`src/rtl/alu_flag_stage_if.sv`:
```
// Handshake bundle between the adder, the flag stage and writeback.
// The slave modport is the flag stage's view; master is the surrounding datapath.
interface alu_flag_stage_if #(
  parameter int N     = 32,
  parameter int TAG_W = 5
);
  logic             in_valid;
  logic             in_ready;
  logic [N-1:0]     in_sum;
  logic             in_cout;
  logic             in_a_msb;
  logic             in_b_msb;
  logic             in_set_flags;
  logic [TAG_W-1:0] in_tag;
  logic             flush;
  logic             out_valid;
  logic             out_ready;
  logic [N-1:0]     out_result;
  logic [3:0]       out_nzcv;
  logic [TAG_W-1:0] out_tag;
  logic             out_set_flags;
  logic [3:0]       cpsr_nzcv;

  modport slave (
    input  in_valid, in_sum, in_cout, in_a_msb, in_b_msb, in_set_flags, in_tag,
    input  flush, out_ready,
    output in_ready, out_valid, out_result, out_nzcv, out_tag, out_set_flags, cpsr_nzcv
  );

  modport master (
    output in_valid, in_sum, in_cout, in_a_msb, in_b_msb, in_set_flags, in_tag,
    output flush, out_ready,
    input  in_ready, out_valid, out_result, out_nzcv, out_tag, out_set_flags, cpsr_nzcv
  );
endinterface

```
`src/rtl/alu_flag_stage.sv`:
```
// Registers the adder sum, derives NZCV, and hands result+flags to writeback through a
// 2-entry skid buffer; also holds the architectural CPSR flags, committed on emit.
//
// state | meaning
// EMPTY | no entry buffered (main and skid invalid)
// ONE   | main holds the entry on out_*, skid empty
// FULL  | main on out_*, skid holds the next entry; in_ready low
module alu_flag_stage #(
  parameter int N     = 32,
  parameter int TAG_W = 5
) (
  input  logic         clk,
  input  logic         rst_n,
  alu_flag_stage_if.slave bus
);

  typedef enum logic [1:0] {
    EMPTY = 2'b00,
    ONE   = 2'b01,
    FULL  = 2'b11
  } state_t;

  typedef struct packed {
    logic [N-1:0]     result;
    logic [3:0]       nzcv;
    logic [TAG_W-1:0] tag;
    logic             sf;
  } entry_t;

  state_t     state_q, state_d;
  logic       in_ready_q, in_ready_d;
  entry_t     main_q, main_d;
  entry_t     skid_q, skid_d;
  logic [3:0] cpsr_q, cpsr_d;
  entry_t     in_entry;
  logic       accept;
  logic       emit;

  assign accept = bus.in_valid && in_ready_q;
  assign emit   = (state_q != EMPTY) && bus.out_ready;

  always_comb begin
    in_entry.result = bus.in_sum;
    in_entry.nzcv   = {bus.in_sum[N-1],
                       (bus.in_sum == '0),
                       bus.in_cout,
                       (bus.in_a_msb == bus.in_b_msb) && (bus.in_sum[N-1] != bus.in_a_msb)};
    in_entry.tag    = bus.in_tag;
    in_entry.sf     = bus.in_set_flags;
  end

  always_comb begin
    state_d = state_q;
    main_d  = main_q;
    skid_d  = skid_q;
    case (state_q)
      EMPTY: begin
        if (accept) begin
          state_d = ONE;
          main_d  = in_entry;
        end
      end
      ONE: begin
        if (accept && !emit) begin
          state_d = FULL;
          skid_d  = in_entry;
        end else if (accept && emit) begin
          main_d = in_entry;
        end else if (emit) begin
          state_d = EMPTY;
        end
      end
      FULL: begin
        if (emit) begin
          state_d = ONE;
          main_d  = skid_q;
        end
      end
      default: state_d = EMPTY;
    endcase
    // flush kills buffered entries; a same-cycle emit has already been delivered
    if (bus.flush) state_d = EMPTY;
    in_ready_d = (state_d != FULL);
    cpsr_d     = (emit && main_q.sf) ? main_q.nzcv : cpsr_q;
  end

  always_ff @(posedge clk or negedge rst_n) begin
    if (!rst_n) begin
      state_q    <= EMPTY;
      in_ready_q <= 1'b1;
      main_q     <= '0;
      skid_q     <= '0;
      cpsr_q     <= 4'b0000;
    end else begin
      state_q    <= state_d;
      in_ready_q <= in_ready_d;
      main_q     <= main_d;
      skid_q     <= skid_d;
      cpsr_q     <= cpsr_d;
    end
  end

  assign bus.in_ready      = in_ready_q;
  assign bus.out_valid     = (state_q != EMPTY);
  assign bus.out_result    = main_q.result;
  assign bus.out_nzcv      = main_q.nzcv;
  assign bus.out_tag       = main_q.tag;
  assign bus.out_set_flags = main_q.sf;
  assign bus.cpsr_nzcv     = cpsr_q;

endmodule
```
`src/flat_wrapper.sv`:
```
// flat-port wrapper written by rule: the top's interface ports become plain ports
module alu_flag_stage_flat 
#(
  parameter int N     = 32,
  parameter int TAG_W = 5
)
  (clk, rst_n, bus_in_valid, bus_in_sum, bus_in_cout, bus_in_a_msb, bus_in_b_msb, bus_in_set_flags, bus_in_tag, bus_flush, bus_out_ready, bus_in_ready, bus_out_valid, bus_out_result, bus_out_nzcv, bus_out_tag, bus_out_set_flags, bus_cpsr_nzcv);
  alu_flag_stage_if #(.N(N), .TAG_W(TAG_W)) bus_i ();
  input  logic clk;
  input  logic rst_n;
  input wire logic [$bits(bus_i.in_valid)-1:0] bus_in_valid;
  input wire logic [$bits(bus_i.in_sum)-1:0] bus_in_sum;
  input wire logic [$bits(bus_i.in_cout)-1:0] bus_in_cout;
  input wire logic [$bits(bus_i.in_a_msb)-1:0] bus_in_a_msb;
  input wire logic [$bits(bus_i.in_b_msb)-1:0] bus_in_b_msb;
  input wire logic [$bits(bus_i.in_set_flags)-1:0] bus_in_set_flags;
  input wire logic [$bits(bus_i.in_tag)-1:0] bus_in_tag;
  input wire logic [$bits(bus_i.flush)-1:0] bus_flush;
  input wire logic [$bits(bus_i.out_ready)-1:0] bus_out_ready;
  output wire logic [$bits(bus_i.in_ready)-1:0] bus_in_ready;
  output wire logic [$bits(bus_i.out_valid)-1:0] bus_out_valid;
  output wire logic [$bits(bus_i.out_result)-1:0] bus_out_result;
  output wire logic [$bits(bus_i.out_nzcv)-1:0] bus_out_nzcv;
  output wire logic [$bits(bus_i.out_tag)-1:0] bus_out_tag;
  output wire logic [$bits(bus_i.out_set_flags)-1:0] bus_out_set_flags;
  output wire logic [$bits(bus_i.cpsr_nzcv)-1:0] bus_cpsr_nzcv;
  assign bus_i.in_valid = bus_in_valid;
  assign bus_i.in_sum = bus_in_sum;
  assign bus_i.in_cout = bus_in_cout;
  assign bus_i.in_a_msb = bus_in_a_msb;
  assign bus_i.in_b_msb = bus_in_b_msb;
  assign bus_i.in_set_flags = bus_in_set_flags;
  assign bus_i.in_tag = bus_in_tag;
  assign bus_i.flush = bus_flush;
  assign bus_i.out_ready = bus_out_ready;
  assign bus_in_ready = bus_i.in_ready;
  assign bus_out_valid = bus_i.out_valid;
  assign bus_out_result = bus_i.out_result;
  assign bus_out_nzcv = bus_i.out_nzcv;
  assign bus_out_tag = bus_i.out_tag;
  assign bus_out_set_flags = bus_i.out_set_flags;
  assign bus_cpsr_nzcv = bus_i.cpsr_nzcv;
  alu_flag_stage #(.N(N), .TAG_W(TAG_W)) u_core (.clk(clk), .rst_n(rst_n), .bus(bus_i));
endmodule
```
`config.mk`:
```
export PLATFORM = sky130hd
export DESIGN_NAME = alu_flag_stage_flat
export DESIGN_NICKNAME = d
export VERILOG_FILES = /design/src/rtl/alu_flag_stage_if.sv /design/src/rtl/alu_flag_stage.sv /design/src/flat_wrapper.sv
export SDC_FILE = /design/constraint.sdc
export NUM_CORES = 1
export LEC_CHECK = 0
export ABC_CLOCK_PERIOD_IN_PS = 1700
export CORE_ASPECT_RATIO = 0.75
export CORE_MARGIN = 2
export CORE_UTILIZATION = 49
export CTS_CLUSTER_DIAMETER = 60
export CTS_CLUSTER_SIZE = 14
export DETAILED_ROUTE_END_ITERATION = 8
export GPL_TIMING_DRIVEN = 0
export PLACE_DENSITY = 0.84
export RECOVER_POWER = 50
export SYNTH_ARGS = -nofsm -noshare
export SYNTH_HDL_FRONTEND = slang
export SYNTH_SLANG_ARGS = --single-unit
export TNS_END_PERCENT = 10
```
`constraint.sdc`:
```
create_clock -name clk -period 1.7 [get_ports clk]
set_input_delay 0.255 -clock clk [delete_from_list [all_inputs] [get_ports clk]]
set_output_delay 0.255 -clock clk [all_outputs]
set_load 0.005 [all_outputs]
```
Yosys cells after proc, flatten, opt, wreduce, memory -nomap -nowiden
Index checks and enable logic that the tools add are counted.
{"block": "classes", "eq_ne": 9, "muxes": 12, "n_reduce_logical": 13}
{"cell": "$mux 42", "n": 4}
{"cell": "$pmux 42 s3", "n": 1}
{"cell": "$logic_not 32->1", "n": 1}
{"cell": "$mux 2", "n": 6}
{"cell": "$logic_and 1x1->1", "n": 6}
{"cell": "$ne 2x1->1 const B", "n": 3}
{"cell": "$pmux 2 s3", "n": 1}
{"cell": "$reduce_and 5->1", "n": 1}
{"cell": "$ne 2x2->1 const B", "n": 2}
{"cell": "$reduce_bool 3->1", "n": 1}
{"cell": "$eq 2x1->1 const B", "n": 1}
{"cell": "$eq 2x2->1 const B", "n": 1}
{"cell": "$logic_not 2->1", "n": 1}
{"cell": "$reduce_and 2->1", "n": 1}
{"cell": "$reduce_bool 2->1", "n": 1}
{"cell": "$eq 1x1->1", "n": 1}
{"cell": "$logic_not 1->1", "n": 1}
{"cell": "$ne 1x1->1", "n": 1}
{"block": "totals", "ff_bits": 91, "in_bits": 46, "output_inout_bits": 48, "wordCells": 45}

Logic depth before layout (Yosys ltp)
{"block": "depth", "word_depth": 8, "mapped_depth": 7, "mapped_depth_nobuf": 4}

Worst setup path before layout
Ideal clock, no wire load.
{"block": "synth_timing", "kind": "register -> register", "from": "register u_core.in_ready_q, in the netlist u_core.bus.in_ready", "to": "register u_core.skid_q[0] in the netlist's numbering", "setup_time_ns": 0.125, "arrival_ns": 1.436, "path_slack_ns": 0.139, "stages_incl_launch_ff": 5, "path_cell_list": "dfstp_2 > nand2_1 > nor3_4 > buf_6 > mux2_2"}
{"block": "synth_between", "elab_chain_cells": 3}
{"item": "from (decl)", "line_no": "alu_flag_stage.sv:31", "text": "logic in_ready_q, in_ready_d;"}
{"item": "from (signal assigned)", "line_no": "alu_flag_stage.sv:96", "text": "in_ready_q <= in_ready_d;"}
{"item": "$logic_and 1x1->1", "line_no": "alu_flag_stage.sv:39", "text": "assign accept = bus.in_valid && in_ready_q;"}
{"item": "$logic_and 1x1->1", "line_no": "alu_flag_stage.sv:64", "text": "if (accept && !emit) begin"}
{"item": "$reduce_and 2->1 (no line)"}
{"item": "to (signal assigned)", "line_no": "alu_flag_stage.sv:98", "text": "skid_q <= skid_d;"}
{"item": "to (decl)", "line_no": "alu_flag_stage.sv:33", "text": "entry_t skid_q, skid_d;"}
No other way between the ends.
A chain may end at the register's enable or synchronous reset.

Worst setup path in the final report
{"block": "layout_timing", "from": "register u_core.in_ready_q, in the netlist u_core.bus.in_ready", "to": "output bus_in_ready"}
{"item": "to (decl)", "line_no": "flat_wrapper.sv:20", "text": "output wire logic [$bits(bus_i.in_ready)-1:0] bus_in_ready;"}
No word-level cell between the ends.

==> impl_results.md <==
* Outcome: finished clean
* Sw frac at 0.253
* Worst-margin pin slew at 1.08 ns
* Antenna violations before repair at 0
* Unique cell type count in the Yosys netlist at 24
* Final worst setup slack at 0.0618 ns
* Synth warn at 0
* TritonCTS Buffers at 9
* Die area at 8550 µm²
* Post-Synthesis Cells at 310
* Flop pwr share at 0.526
* Drt total wl at 8.50 mm
* Die span in x at 106 µm
* Initial detailed-routing violation count at 87
* Crit path cell chain: clkdlybuf4s50_1
* Sequential share of the synthesized area at 0.582
* Rel. slew slack at 0.280
* Logic gate share of total power at 0.211
* Total global routing track utilization at 0.215
* Die H at 80.6 µm
* Clock share of power at 0.263
* Clock latency on the worst-skew pair at 0.34 ns
* DP Worst Slack at -0.284 ns
* Nets at 463
* Setup_tns at 0 ns
* Share of cells above drive strength 1 at 0.200
* CTS tree: built
* Worst Setup End Kind: primary output
* Worst Skew at 0.00698 ns
* CTS Sinks at 89
* Vias in the first global route at 2826
* GRT Residual Overflow at 0
* Final slew viol count at 0
* Vias per cell at 5.26
* Antenna Cells at 0
* Worst Path Max Fanout at 3
* Hold Fails Final Rpt at 0
* Initial core utilization at 0.513
* Final setup fails at 0
* RSZ-0062 raised after global routing: false
* CTS max path bufs at 2
* Min cycle time layout at 1.64 ns
* IO Pins at 94
* Crit start category: flip-flop
* VDD IR max at 0.000485 V
* Drt wl/cell at 16.3 µm
* Flops & latches, synth at 89
* Total number of vias at 2738
* Internal cell power at 3.92 mW
* Drt drc at 0
* Crit path kind: flip-flop to primary output
* Largest net degree at the start of global routing at 49
* Row cnt at 27
* Power density over cell area at 1030 nW/µm²
* Placer Congestion at 0.828
* Syn avg cell area at 12.4 µm²
* Leakage at 2.37 nW
* Hold crit path type: input port to flip-flop
* Clk slew on worst S/H paths at 0.08 ns
* Crit-path max cell delay at 0.55 ns
* First-pass GRT wire length at 14.1 mm
* Post-route ant nets at 0
* Critical path data required time at 1.44 ns
* Max cap viols at 0
* Worst EP arrival at 1.38 ns
* CP top delay family: flip-flops
* Slowest cell on crit path: dfstp_2
* Core ar. at 7470 µm²
* Syn Std Cell Area at 3830 µm²
* HPWL after DPL at 6.17 mm
* CTS root buf: clkbuf_8
* H-tree levels at 3
* Post-Syn Nets at 356
* Fmax at 610 MHz
* P_sw at 1.32 mW
* Worst path bufs/invs at 1
* First-pass iteration count of the detailed router at 6
* # port buffers at 93
* Synth-to-layout area growth at 33.5%
* Final Cycle Share at 0.964
-- power by group through the flow --
stage	Clock [mW]	Combinational [mW]	Sequential, mW
2_1_floorplan	0	0.503	2.76
3_5_place_dp	0	1.14	2.80
6_report	1.38	1.11	2.76
4_1_cts	1.41	1.15	2.76
3_3_place_gp	0	1.09	2.77
5_1_grt	1.50	1.22	2.81
-- path summary, 6_finish.rpt --
kind / startpoint / endpoint / slack (ns) / depth (start not counted)
worst max-delay path: u_core.bus.in_ready$_DFF_PN1_ / bus_in_ready / 0.06 / 1
min in group asynchronous: rst_n / u_core.bus.out_result[13]$_DFFE_PN0P_ / 0.64 / 2
max in group asynchronous: rst_n / u_core.bus.in_ready$_DFF_PN1_ / 0.22 / 3
worst min-delay path: bus_flush / u_core.state_q[0]$_DFF_PN0_ / 0.51 / 2
worst max register to register: u_core.bus.in_ready$_DFF_PN1_ / u_core.skid_q[32]$_DFFE_PN0N_ / 0.11 / 5
worst min register to register: u_core.skid_q[24]$_DFFE_PN0N_ / u_core.skid_q[24]$_DFFE_PN0N_ / 0.51 / 1
-- cell usage after synthesis --
master,number,area share
a21oi_1,42,0.055
and3b_1,1,0.0023
buf_2,11,0.014
buf_4,2,0.0039
buf_6,6,0.018
dfrtp_1,88,0.57
dfstp_2,1,0.0069
inv_1,3,0.0029
mux2_2,42,0.12
mux2i_1,41,0.11
nand2_1,4,0.0039
nand2_2,1,0.0016
nand2b_1,4,0.0065
nand3_1,1,0.0013
nand4_1,2,0.0033
nor2_1,43,0.042
nor3_4,1,0.0042
nor4_1,8,0.013
o211ai_1,1,0.0020
o21ai_0,3,0.0039
o221ai_1,1,0.0023
o22a_1,1,0.0023
or2_2,2,0.0033
or3_1,1,0.0016
-- routing by layer --
metal	vias up	share of wire	GRT usage	wire length, µm
li1	1299	-	-	-
met1	1351	0.48	0.307	4080
met2	84	0.46	0.336	3950
met3	4	0.051	0.0560	437
met4	0	0.0040	0.0395	34
met5	-	0	0	0
-- stage by stage --
| step | instances | hold WS [ns] | total power, mW | cell area [µm²] | util |
|---|---|---|---|---|---|
| 5_1_grt | 521 | 0.499 | 5.52 | 5110 | 0.685 |
| 3_5_place_dp | 505 | 0.279 | 3.94 | 4910 | 0.658 |
| 2_1_floorplan | 310 | -0.0406 | 3.26 | 3830 | - |
| 3_3_place_gp | 504 | 0.488 | 3.86 | 4890 | 0.655 |
| 4_1_cts | 521 | 0.447 | 5.31 | 5110 | 0.685 |
| 6_report | 521 | 0.506 | 5.24 | 5110 | 0.685 |
-- repair_timing --
| item | in CTS | in global routing |
|---|---|---|
| hold buffers | 1 | 0 |
| hold endpoints to repair | 41 | 0 |
| resized for setup | 1 | 1 |
| pin swaps | 1 | 0 |
| setup endpoints to repair | 38 | 2 |
| buffers inserted | 2 | 0 |
-- layout by cell type (no fill, tap or decap), types with 2 or more instances in the layout --
cell	n
mux2_2	42
nor2_1	43
buf_6	6
clkbuf_8	10
nand4_1	2
mux2i_1	41
or2_2	2
dfrtp_1	87
buf_2	10
nor4_1	8
o21ai_0	3
clkdlybuf4s50_1	74
clkinv_2	3
inv_1	3
buf_4	4
nand2b_1	4
dlygate4sd3_1	18
nand2_1	4
a21oi_1	42
-- cell families after synthesis --
family / count (synthesis) / share of synthesized area
and+or+nand+nor: 68 / 0.0833
AOI/OAI and AO/OA: 48 / 0.0653
muxes: 83 / 0.231
DFF: 89 / 0.582
buffers and inverters: 22 / 0.0389
-- final cells by class --
cell class	instances	area, µm²
buffer	18	133
clock buffer	10	138
clock inverter	4	45.0
fill	576	2350
inverter	3	11.3
multi-input combinational	199	1450
sequential	89	2230
tap	101	126
timing repair buffer	97	977
-- flip-flops by register name (all words and copies together), names as in the netlist --
signal,cells
u_core.bus.out_result,31
u_core.skid_q,41
u_core.state_q,2
u_core.bus.cpsr_nzcv,4
u_core.bus.in_ready,1
u_core.bus.out_set_flags,1
u_core.bus.out_nzcv,4
u_core.bus.out_tag,5
Power figures use the tool's default switching activity.
